--- src/rtl/jamma_joy_scanner.sv ---
// jamma_joy_scanner: time-multiplexed JAMMA two-player input scanner.
// Alternates JSELECT between player 1 and player 2, lets the external mux
// settle for SETTLE_CYC cycles, samples JJOY for one cycle, and publishes
// registered active-low player states. Coin inputs are synchronized separately.
// Optional feature macro: JOY_DEBOUNCE_EN (per-player sample debounce, DEB_CNT).
module jamma_joy_scanner #(
  parameter int unsigned SETTLE_CYC = 8,
  parameter int unsigned DEB_CNT    = 4
) (
  input  logic       CLK,
  input  logic       RESET,
  input  logic [7:0] JJOY,
  input  logic [5:0] JOY_LOCAL,
  input  logic [1:0] JCOIN,
  output logic       JSELECT,
  output logic [7:0] joy1,
  output logic [7:0] joy2,
  output logic [1:0] coin,
  output logic       scan_done
);

  localparam int unsigned JOY_W   = 8;
  localparam int unsigned CNT_W   = 8;
  localparam int unsigned N_PLAYER = 2;
  localparam logic [CNT_W-1:0] SETTLE_LAST = CNT_W'(SETTLE_CYC - 1);

  // Reject illegal parameter values at elaboration time
  if (SETTLE_CYC < 1 || SETTLE_CYC > 255) begin : g_bad_settle
    $error("jamma_joy_scanner: SETTLE_CYC must be in 1..255");
  end
  if (DEB_CNT < 2 || DEB_CNT > 15) begin : g_bad_deb
    $error("jamma_joy_scanner: DEB_CNT must be in 2..15");
  end

  typedef enum logic [1:0] {
    S0_SETTLE = 2'd0,
    S0_SAMPLE = 2'd1,
    S1_SETTLE = 2'd2,
    S1_SAMPLE = 2'd3
  } state_t;

  state_t                          state;
  logic [CNT_W-1:0]                settle_cnt;
  logic [1:0]                      coin_meta;
  logic [N_PLAYER-1:0][JOY_W-1:0]  raw;
  logic [N_PLAYER-1:0]             sample_en;
  logic [N_PLAYER-1:0][JOY_W-1:0]  joy_q;

  // Player 1 merges the local stick into the direction/button bits; start is JAMMA only
  assign raw[0]       = JJOY & {2'b11, JOY_LOCAL};
  assign raw[1]       = JJOY;
  assign sample_en[0] = (state == S0_SAMPLE);
  assign sample_en[1] = (state == S1_SAMPLE);

  assign joy1 = joy_q[0];
  assign joy2 = joy_q[1];

  // Scan sequencer: settle, sample, swap player; JSELECT and scan_done registered here
  always_ff @(posedge CLK) begin
    if (RESET) begin
      state      <= S0_SETTLE;
      settle_cnt <= '0;
      JSELECT    <= 1'b0;
      scan_done  <= 1'b0;
    end else begin
      scan_done <= 1'b0;
      case (state)
        S0_SETTLE: begin
          if (settle_cnt == SETTLE_LAST) begin
            state      <= S0_SAMPLE;
            settle_cnt <= '0;
          end else begin
            settle_cnt <= settle_cnt + CNT_W'(1);
          end
        end
        S0_SAMPLE: begin
          state      <= S1_SETTLE;
          settle_cnt <= '0;
          JSELECT    <= 1'b1;
        end
        S1_SETTLE: begin
          if (settle_cnt == SETTLE_LAST) begin
            state      <= S1_SAMPLE;
            settle_cnt <= '0;
          end else begin
            settle_cnt <= settle_cnt + CNT_W'(1);
          end
        end
        S1_SAMPLE: begin
          state      <= S0_SETTLE;
          settle_cnt <= '0;
          JSELECT    <= 1'b0;
          scan_done  <= 1'b1;
        end
        default: begin
          state      <= S0_SETTLE;
          settle_cnt <= '0;
          JSELECT    <= 1'b0;
        end
      endcase
    end
  end

`ifdef JOY_DEBOUNCE_EN
  localparam int unsigned DEB_W = 4;
  localparam logic [DEB_W-1:0] DEB_LAST = DEB_W'(DEB_CNT - 1);
  localparam logic [DEB_W-1:0] DEB_LOAD = DEB_W'(DEB_CNT - 2);

  logic [N_PLAYER-1:0][JOY_W-1:0] last_q;
  logic [N_PLAYER-1:0][DEB_W-1:0] deb_q;

  // Per-player debounce: output follows a sample only after DEB_CNT identical scans
  always_ff @(posedge CLK) begin
    if (RESET) begin
      last_q <= '1;
      deb_q  <= '0;
      joy_q  <= '1;
    end else begin
      for (int p = 0; p < N_PLAYER; p++) begin
        if (sample_en[p]) begin
          if (raw[p] == last_q[p]) begin
            if (deb_q[p] != DEB_LAST) begin
              deb_q[p] <= deb_q[p] + DEB_W'(1);
            end
            // counter is about to reach (or already holds) DEB_CNT-1
            if (deb_q[p] >= DEB_LOAD) begin
              joy_q[p] <= raw[p];
            end
          end else begin
            last_q[p] <= raw[p];
            deb_q[p]  <= '0;
          end
        end
      end
    end
  end
`else
  // Direct capture: each player register loads its sample in the SAMPLE cycle
  always_ff @(posedge CLK) begin
    if (RESET) begin
      joy_q <= '1;
    end else begin
      for (int p = 0; p < N_PLAYER; p++) begin
        if (sample_en[p]) begin
          joy_q[p] <= raw[p];
        end
      end
    end
  end
`endif

  // Two-flop synchronizer for the asynchronous coin switches
  always_ff @(posedge CLK) begin
    if (RESET) begin
      coin_meta <= 2'b11;
      coin      <= 2'b11;
    end else begin
      coin_meta <= JCOIN;
      coin      <= coin_meta;
    end
  end

endmodule

--- config.mk ---
export PLATFORM = sky130hd
export DESIGN_NAME = jamma_joy_scanner
export DESIGN_NICKNAME = d
export VERILOG_FILES = /design/src/rtl/jamma_joy_scanner.sv
export SDC_FILE = /design/constraint.sdc
export NUM_CORES = 1
export LEC_CHECK = 0
export ABC_CLOCK_PERIOD_IN_PS = 2000
export BUFFER_PORTS_ARGS = -buffer_cell sky130_fd_sc_hd__buf_2
export CAP_MARGIN = 20
export CORE_MARGIN = 10
export CORE_UTILIZATION = 50
export DETAILED_ROUTE_END_ITERATION = 12
export PLACE_DENSITY = 0.89
export SYNTH_ARGS = -nofsm -noshare
export SYNTH_HDL_FRONTEND = slang
export SYNTH_SLANG_ARGS = --single-unit
--- constraint.sdc ---
create_clock -name CLK -period 2 [get_ports CLK]
set_input_delay 0.2 -clock CLK [delete_from_list [all_inputs] [get_ports CLK]]
set_output_delay 0.2 -clock CLK [all_outputs]
set_load 0.005 [all_outputs]
==> results_tabular.tex, run 1 <==
\begin{tabular}{lr}
\hline
Metric & Value \\
\hline
\multicolumn{2}{l}{\textbf{Synth}} \\
\quad Post-synthesis instance area & 1290 um2 \\
\quad Most used DFF post-synth & dfxtp\_1 \\
\quad Register area share after synthesis & 49.5\% \\
\quad Most frequent cell after synthesis & dfxtp\_1 \\
\quad Top post-synthesis cells by area & dfxtp\_1 (49\%), a211o\_1 (7.4\%), ha\_1 (5.8\%) \\
\quad Synth cell count leaders & dfxtp\_1 (32), a211o\_1 (11), nor2b\_1 (11), nor2\_1 (7) \\
\quad Synth top area share & 49.5\% \\
\quad Post-synth top area cell & dfxtp\_1 \\
\quad Count of unique library cells instantiated by Yosys & 29 \\
\quad Number of enable flip-flop cells after synthesis & 0 \\
\quad Post-Synthesis Net Count & 149 \\
\quad Flop and latch count out of synthesis & 32 \\
\quad Syn\_area\_per\_cell & 10.4 um2 \\
\quad Instance count of the mapped netlist & 125 \\
\quad Warnings, synthesis & 0 \\
\quad Fraction of registers with async set/reset & 0\% \\
\multicolumn{2}{l}{\textbf{Power}} \\
\quad Share of total power in sequential cells & 55.7\% \\
\quad Proportion of power drawn by the clock network & 24.8\% \\
\quad Peak VDD IR & 692 uV \\
\quad Power per standard cell area & 858 nW/um2 \\
\quad Static Leak & 0.596 nW \\
\quad Internal power component & 950 uW \\
\quad Switching power & 362 uW \\
\quad Total Power Consumption & 1.31 mW \\
\quad Switch share & 27.6\% \\
\quad Combinational group share of total power & 19.4\% \\
\multicolumn{2}{l}{\textbf{GRT}} \\
\quad Total track usage & 11.1\% \\
\quad Overflow after GRT & 0 \\
\quad Pin count of the biggest net entering global routing & 28 \\
\quad Via count of the first global-routing pass & 1,044 \\
\quad Antenna violations before repair & 0 \\
\quad Wire length of the first global-routing pass & 4590 um \\
\multicolumn{2}{l}{\textbf{Floorplanning}} \\
\quad Cell Rows & 18 \\
\quad Number of placed I/O pins & 38 \\
\quad CORE AREA & 2480 um2 \\
\quad Starting density of the core & 52.3\% \\
\quad Die Y-Extent & 70.9 um \\
\quad Area of the die & 5030 um2 \\
\quad Die width & 70.9 um \\
\multicolumn{2}{l}{\textbf{STA}} \\
\quad Final Critical Period & 1.63 ns \\
\quad Final Hold Viols & 0 \\
\quad Share of the clock period used by the worst path after layout & 81.3\% \\
\quad Final setup viols & 0 \\
\quad Fmax & 0.615 GHz \\
\quad Headroom to the max-slew limit & 62.1\% \\
\quad Worst-case clock skew & 0.00561 ns \\
\quad Worst Max-Slew Pin Slew & 0.568 ns \\
\quad Final setup TNS & 0 ns \\
\quad Worst Hold Margin & 0.0488 ns \\
\quad Setup repair after global routing missed its margin & no \\
\quad Number of pins exceeding their max-slew limit in the final report & 0 \\
\multicolumn{2}{l}{\textbf{Cells and area}} \\
\quad Ratio of cells with drive above 1 in the final layout & 30.7\% \\
\quad Area of all placed cells without fillers & 1530 um2 \\
\quad Finished Core Util & 61.7\% \\
\quad Number of fill cells in the layout & 203 \\
\quad Number of nets in the layout & 187 \\
\quad Layout-stage area growth over the synthesis result & 18.1\% \\
\quad Count of inserted antenna diode cells & 0 \\
\multicolumn{2}{l}{\textbf{CTS}} \\
\quad Clk Tree Root Cell & clkbuf\_4 \\
\quad Clock network latency to the later pin of the worst-skew pair & 0.33 ns \\
\quad Number of setup buffers added after CTS & 0 \\
\quad Post-cts resize count & 0 \\
\quad Longest Clk Path Bufs & 2 \\
\quad Hold buffers post-CTS & 0 \\
\quad CTS H-tree lvls & 2 \\
\quad TritonCTS clock tree & done \\
\quad CTS Buf Count & 5 \\
\quad Reg clk slew, reported paths & 0.09 ns \\
\quad Clk sink count & 32 \\
\multicolumn{2}{l}{\textbf{Critical path}} \\
\quad Buf+Inv Stages, Crit Path & 0 \\
\quad Endpoint type of the worst setup path & flop \\
\quad CP Data Required Time & 2.27 ns \\
\quad Delay-heaviest family, CP & simple AND/OR/NAND/NOR gates \\
\quad R2r setup slk & 0.37 ns \\
\quad Critical setup path kind & reg2reg \\
\quad Arrival time of the worst setup path & 1.89 ns \\
\quad Cell chain of the critical path & ha\_1, or3\_4, a21o\_1, a21oi\_2 \\
\quad Kind of launch point of the worst setup path & flop \\
\quad Cell with the largest stage delay on the worst path & or3\_4 \\
\quad CP Max Fanout & 19 \\
\quad Slowest Stage Delay on Critical Path & 0.50 ns \\
\multicolumn{2}{l}{\textbf{Min path}} \\
\quad Path class of the lowest-slack min-delay path & in2reg \\
\multicolumn{2}{l}{\textbf{Route}} \\
\quad Average wire per cell in the routed design & 13.9 um \\
\quad Wire length after detailed routing & 2690 um \\
\quad Via total after detailed routing & 1,008 \\
\quad Starting DRT DRC Count & 20 \\
\quad Count of nets left with antenna violations after detail routing & 0 \\
\quad Number of search-and-repair iterations in the first detailed-routing pass & 4 \\
\quad DRC & 0 \\
\quad Via-to-Cell Ratio & 5.22 \\
\multicolumn{2}{l}{\textbf{Place}} \\
\quad HPWL reported at the end of detailed placement & 2080 um \\
\quad Placed standard-cell area & 1480 um2 \\
\quad Final weighted congestion in routability-driven placement & 0.747 \\
\quad Port Buffer Count & 37 \\
\multicolumn{2}{l}{\textbf{Status}} \\
\quad Status & completed \\
\multicolumn{2}{l}{\textbf{Flow run}} \\
\quad Maxcap violations & 0 \\
\hline
\end{tabular}
-- routing by layer --
metal	track usage [%]	wire (um)	vias to the layer above
met5	0	0	-
met4	5.16	46	0
met3	7.39	295	6
met2	18.6	1330	31
met1	10.2	1010	456
li1	-	-	515
-- final timing paths --
path,from,to,cells after the start
hold reg to reg,coin_meta[0]$_SDFF_PP1_,coin[0]$_SDFF_PP1_,1
setup reg to reg,state[0]$_SDFFE_PP0P_,settle_cnt[5]$_SDFF_PP0_,4
hold / removal,JCOIN[1],coin_meta[1]$_SDFF_PP1_,2
setup / recovery,state[0]$_SDFFE_PP0P_,settle_cnt[5]$_SDFF_PP0_,4
-- final cells by class --
type	count	area, um2	share of cell area (%)
tap	30	37.5	2.45
sequential	32	641	41.9
clock buffer	6	41.3	2.70
inverter	4	15.0	0.982
clock inverter	1	5.00	0.327
timing repair buffer	38	193	12.6
multi-input combinational	82	597	39.0
-- worst reg2reg max path: cells and delay by family, from the launching register on --
family	cells	cell delay (ns)
compound gates	2	0.31
fa+ha+maj	1	0.41
flops	1	0.35
simple gates	1	0.50
-- state kept, by name, summed over array words and instances (netlist names) --
register    count
scan_done       1
coin            2
settle_cnt      8
joy2            8
JSELECT         1
joy1            8
state           2
coin_meta       2
-- placed cells by master, fill, tap and decap left out, types with 2 or more instances in the layout --
master | Yosys | routed
a211o_1 | 11 | 11
a21oi_1 | 4 | 4
a311o_1 | 6 | 6
and2b_1 | 6 | 6
buf_2 | 1 | 37
clkbuf_4 | 0 | 5
dfxtp_1 | 32 | 32
ha_1 | 6 | 6
inv_1 | 4 | 4
mux2i_1 | 2 | 2
nand2_1 | 2 | 2
nand2b_1 | 3 | 3
nand3_1 | 4 | 4
nor2_1 | 7 | 7
nor2b_1 | 11 | 11
o21ai_0 | 3 | 3
or2_2 | 4 | 4
or3_1 | 3 | 3
-- cell families (layout without fill, tap and decap cells) --
group | count (synthesis) | in the layout | share of synthesized area (%)
fa+ha+maj | 6 | 6 | 5.80
xor+xnor | 2 | 2 | 1.35
compound gates | 27 | 27 | 16.6
buf+inv | 11 | 49 | 4.44
simple gates | 45 | 45 | 20.8
mux | 2 | 2 | 1.55
flops | 32 | 32 | 49.5
-- metrics by stage --
step	setup WS, ns	instances
after floorplan	0.493	125
after global placement	0.453	186
after detailed placement	0.394	186
after CTS	0.370	193
after global routing	0.268	193
final	0.374	193
-- power groups by stage --
stage | registers (mW) | clock network [mW] | logic, mW
2_1_floorplan | 0.744 | 0 | 0.168
3_3_place_gp | 0.741 | 0 | 0.241
3_5_place_dp | 0.745 | 0 | 0.258
4_1_cts | 0.731 | 0.334 | 0.259
5_1_grt | 0.738 | 0.365 | 0.288
6_report | 0.731 | 0.326 | 0.255
Power figures use the tool's default switching activity.
==> run 2: changes to the inputs <==
==> config.mk (replaced) <==
export PLATFORM = sky130hd
export DESIGN_NAME = jamma_joy_scanner
export DESIGN_NICKNAME = d
export VERILOG_FILES = /design/src/rtl/jamma_joy_scanner.sv
export SDC_FILE = /design/constraint.sdc
export NUM_CORES = 1
export LEC_CHECK = 0
export ABC_AREA = 1
export ABC_CLOCK_PERIOD_IN_PS = 1600
export BUFFER_PORTS_ARGS = -buffer_cell sky130_fd_sc_hd__buf_2
export CAP_MARGIN = 20
export CORE_MARGIN = 10
export CORE_UTILIZATION = 49
export DETAILED_ROUTE_END_ITERATION = 12
export PLACE_DENSITY = 0.88
export SYNTH_ARGS = -nofsm -noshare
export SYNTH_HDL_FRONTEND = slang
export SYNTH_SLANG_ARGS = --single-unit
==> constraint.sdc (replaced) <==
create_clock -name CLK -period 1.6 [get_ports CLK]
set_input_delay 0.16 -clock CLK [delete_from_list [all_inputs] [get_ports CLK]]
set_output_delay 0.16 -clock CLK [all_outputs]
set_load 0.005 [all_outputs]
==> results_tabular.tex, run 2 <==
\begin{tabular}{lr}
\hline
Metric & Value \\
\hline
\multicolumn{2}{l}{\textbf{Synth}} \\
\quad Synth top area share & 50.9\% (+1.5 points) \\
\quad Most used DFF post-synth & dfxtp\_1 \\
\quad Warnings, synthesis & 0 (unchanged) \\
\quad Instance count of the mapped netlist & 153 (+22\%) \\
\quad Post-synthesis instance area & 1260 um2 (-2.9\%) \\
\quad Synth cell count leaders & dfxtp\_1 (32), nand2\_1 (31), nand3\_1 (21), nor2\_1 (19), inv\_1 (14) \\
\quad Post-synth top area cell & dfxtp\_1 \\
\quad Number of enable flip-flop cells after synthesis & 0 (unchanged) \\
\quad Compound-gate portion of the synthesized area & 3.98\% (-13 points) \\
\quad Flop and latch count out of synthesis & 32 (unchanged) \\
\quad Fraction of registers with async set/reset & 0\% (unchanged) \\
\quad Dominant combinational cell family by area after synthesis & simple AND/OR/NAND/NOR gates \\
\quad Syn\_area\_per\_cell & 8.22 um2 (-21\%) \\
\quad Post-synthesis mux area share & 0\% (-1.5 points) \\
\quad Xor-xnor portion of the synthesized cell area & 2.09\% (+0.74 points) \\
\quad Top post-synthesis cells by area & dfxtp\_1 (51\%), nand2\_1 (9.3\%), nand3\_1 (8.4\%) \\
\quad Post-synthesis share of cell area spent on full adders, half adders and majority gates & 5.97\% (+0.17 points) \\
\quad Count of unique library cells instantiated by Yosys & 19 (-34\%) \\
\quad Post-Synthesis Net Count & 177 (+19\%) \\
\quad Most frequent cell after synthesis & dfxtp\_1 \\
\quad Simple logic cell fraction of the synthesized area & 30.9\% (+10 points) \\
\quad Register area share after synthesis & 50.9\% (+1.5 points) \\
\multicolumn{2}{l}{\textbf{CTS}} \\
\quad Clk Tree Root Cell & clkbuf\_4 \\
\quad Clock network latency to the later pin of the worst-skew pair & 0.34 ns (about the same) \\
\quad TritonCTS clock tree & done \\
\quad CTS Buf Count & 5 (unchanged) \\
\quad Clk sink count & 32 (unchanged) \\
\quad Reg clk slew, reported paths & 0.09 ns (about the same) \\
\quad Longest Clk Path Bufs & 2 (unchanged) \\
\quad CTS H-tree lvls & 2 (unchanged) \\
\multicolumn{2}{l}{\textbf{GRT}} \\
\quad Pin count of the biggest net entering global routing & 17 (-39\%) \\
\quad Via count of the first global-routing pass & 1,110 (+6.3\%) \\
\quad Total track usage & 11.4\% (+0.31 points) \\
\quad Antenna violations before repair & 0 (unchanged) \\
\quad Wire length of the first global-routing pass & 4670 um (+1.8\%) \\
\quad Overflow after GRT & 0 (unchanged) \\
\multicolumn{2}{l}{\textbf{Place}} \\
\quad HPWL reported at the end of detailed placement & 2110 um (+1.6\%) \\
\quad Placed standard-cell area & 1480 um2 (-0.51\%) \\
\quad Worst setup timing slack at the placement stage & 0.219 ns (-0.175 ns) \\
\quad Port Buffer Count & 37 (unchanged) \\
\quad Final weighted congestion in routability-driven placement & 0.782 (+4.7\%) \\
\quad Instance count after placement with tap cells included & 218 (+17\%) \\
\multicolumn{2}{l}{\textbf{STA}} \\
\quad Setup repair after global routing missed its margin & no \\
\quad Final setup TNS & 0 ns (unchanged) \\
\quad Final Hold Viols & 0 (unchanged) \\
\quad Worst Max-Slew Pin Slew & 0.461 ns (-0.107 ns) \\
\quad Number of pins exceeding their max-slew limit in the final report & 0 (unchanged) \\
\quad Final setup viols & 0 (unchanged) \\
\quad Headroom to the max-slew limit & 69.2\% (+7.1 points) \\
\quad Share of the clock period used by the worst path after layout & 86.5\% (+5.2 points) \\
\quad Worst-case clock skew & 0.0111 ns (+0.00548 ns) \\
\quad Final critical-path setup slack & 0.216 ns (-0.158 ns) \\
\quad Worst Hold Margin & 0.0173 ns (-0.0315 ns) \\
\quad Final Critical Period & 1.38 ns (-0.242 ns) \\
\quad Fmax & 0.723 GHz (+18\%) \\
\multicolumn{2}{l}{\textbf{Floorplanning}} \\
\quad Starting density of the core & 51.2\% (-1.0 points) \\
\quad CORE AREA & 2450 um2 (-0.91\%) \\
\quad Number of placed I/O pins & 38 (unchanged) \\
\quad Area of the die & 4990 um2 (-0.65\%) \\
\quad Cell Rows & 18 (unchanged) \\
\quad Die Y-Extent & 70.7 um (-0.32\%) \\
\quad Die width & 70.7 um (-0.32\%) \\
\multicolumn{2}{l}{\textbf{Cells and area}} \\
\quad Finished Core Util & 63.6\% (+1.9 points) \\
\quad Number of fill cells in the layout & 217 (+6.9\%) \\
\quad Most frequent cells in the layout & buf\_2 (37), dfxtp\_1 (32), nand2\_1 (31), nand3\_1 (21), nor2\_1 (19) \\
\quad Sequential Area & 641 um2 (unchanged) \\
\quad Layout-stage area growth over the synthesis result & 24.2\% \\
\quad Number of nets in the layout & 220 (+18\%) \\
\quad Most common library cell in the layout ignoring fill and taps & buf\_2 \\
\quad Ratio of cells with drive above 1 in the final layout & 29.4\% (-1.2 points) \\
\quad Count of inserted antenna diode cells & 0 (unchanged) \\
\quad Area used by multi-input combinational logic & 541 um2 (-9.4\%) \\
\quad Post-route non-filler standard cell count & 227 (+18\%) \\
\quad Area of all placed cells without fillers & 1560 um2 (+2.1\%) \\
\multicolumn{2}{l}{\textbf{Status}} \\
\quad Status & completed \\
\multicolumn{2}{l}{\textbf{Critical path}} \\
\quad Slowest Stage Delay on Critical Path & 0.39 ns (-0.11 ns) \\
\quad Kind of launch point of the worst setup path & flop \\
\quad Critical setup path kind & reg2reg \\
\quad Endpoint type of the worst setup path & flop \\
\quad End of the worst register-to-register path & state[0]\$\_SDFFE\_PP0P\_ \\
\quad CP Max Fanout & 4 (-15) \\
\quad Arrival time of the worst setup path & 1.62 ns (-0.27 ns) \\
\quad Worst reg2reg path startpoint & state[0]\$\_SDFFE\_PP0P\_ \\
\quad CP Data Required Time & 1.83 ns (-0.44 ns) \\
\quad Worst Reg-to-Reg Cells & 7 (+3) \\
\quad Launching instance or port of the critical path & state[0]\$\_SDFFE\_PP0P\_ \\
\quad R2r setup slk & 0.22 ns (-0.16 ns) \\
\quad Cell with the largest stage delay on the worst path & dfxtp\_1 \\
\quad Capturing instance or port of the critical path & state[0]\$\_SDFFE\_PP0P\_ \\
\quad CP dominant cell by count & nand2\_1 \\
\quad Cell chain of the critical path & inv\_1, ha\_1, or2\_2, o21ai\_0, nand2\_1, nand2\_1, nor2\_1 \\
\multicolumn{2}{l}{\textbf{Route}} \\
\quad Via total after detailed routing & 1,075 (+6.6\%) \\
\quad Count of nets left with antenna violations after detail routing & 0 (unchanged) \\
\quad Starting DRT DRC Count & 94 (+370\%) \\
\quad Via-to-Cell Ratio & 4.74 (-9.3\%) \\
\quad DRC & 0 (unchanged) \\
\quad Number of search-and-repair iterations in the first detailed-routing pass & 4 (unchanged) \\
\quad Average wire per cell in the routed design & 11.8 um (-15\%) \\
\quad Wire length after detailed routing & 2680 um (-0.45\%) \\
\multicolumn{2}{l}{\textbf{Power}} \\
\quad Power per standard cell area & 1420 nW/um2 (+66\%) \\
\quad Proportion of power drawn by the clock network & 26.8\% (+2.0 points) \\
\quad Internal power component & 1.55 mW (+63\%) \\
\quad Total Power Consumption & 2.22 mW (+70\%) \\
\quad Share of total power in sequential cells & 46.9\% (-8.8 points) \\
\quad Switch share & 30.2\% (+2.7 points) \\
\quad Peak VDD IR & 927 uV (+34\%) \\
\quad Combinational group share of total power & 26.3\% (+6.9 points) \\
\quad Switching power & 673 uW (+86\%) \\
\quad Static Leak & 0.771 nW (+29\%) \\
\multicolumn{2}{l}{\textbf{Flow run}} \\
\quad Maxcap violations & 0 (unchanged) \\
\multicolumn{2}{l}{\textbf{Min path}} \\
\quad Path class of the lowest-slack min-delay path & in2reg \\
\hline
\end{tabular}
[run 2: worst min path at each step]
stage	cells past startpoint	from	to	slack [ns]
after CTS	2	JCOIN[1]	coin_meta[1]$_SDFF_PP1_	0.001
final	2	JCOIN[0]	coin_meta[0]$_SDFF_PP1_	0.02
after detailed placement	2	JCOIN[1]	coin_meta[1]$_SDFF_PP1_	0.35
after global routing	2	JCOIN[0]	coin_meta[0]$_SDFF_PP1_	0.03
after global placement	2	JCOIN[1]	coin_meta[1]$_SDFF_PP1_	0.35
after floorplan	1	RESET	scan_done$_SDFF_PP0_	0.26
[run 2: kinds of logic (layout without fill, tap and decap cells)]
group,Yosys count,count (layout)
AO/OA/AOI/OAI,9,9
buffers and inverters,19,63
flip-flops,32,32
adder cells (fa/ha/maj),6,6
XOR/XNOR,3,3
AND/OR/NAND/NOR,84,84
[run 2: final cells by class]
class                           instances  area share [%]
Tap cell                               30            2.40
Timing Repair Buffer                   40            13.5
Multi-Input combinational cell        102            34.6
Inverter                               15            3.61
Clock buffer                            6            2.64
Clock inverter                          2            2.24
Sequential cell                        32            41.0
[run 2: timing repair]
item | in CTS | in global routing
hold buffers | 0 | 1
endpoints found under the hold margin | 0 | 1
endpoints found under the setup margin | 0 | 0
resized for setup | 0 | 0
buffers inserted | 0 | 0
[run 2: routing by layer]
| metal | vias to the layer above | GRT usage (%) | part of all wire, % |
|---|---|---|---|
| met4 | 0 | 7.10 | 2.5 |
| met5 | - | 0 | 0 |
| met2 | 24 | 18.2 | 47 |
| li1 | 565 | - | - |
| met3 | 7 | 5.16 | 6.2 |
| met1 | 479 | 12.0 | 44 |
[run 2: critical path, delay by kind of cell (launching register included)]
family / cells / cell delay [ns]
compound gates: 1 / 0.12
fa+ha+maj: 1 / 0.21
buf+inv: 1 / 0.10
flops: 1 / 0.39
simple gates: 4 / 0.48
[run 2: power groups by stage]
stage | Sequential, mW | Combinational (mW) | Clock, mW
2_1_floorplan | 1.07 | 0.347 | 0
3_3_place_gp | 1.06 | 0.575 | 0
3_5_place_dp | 1.06 | 0.595 | 0
4_1_cts | 1.04 | 0.598 | 0.611
5_1_grt | 1.07 | 0.685 | 0.640
6_report | 1.04 | 0.586 | 0.596
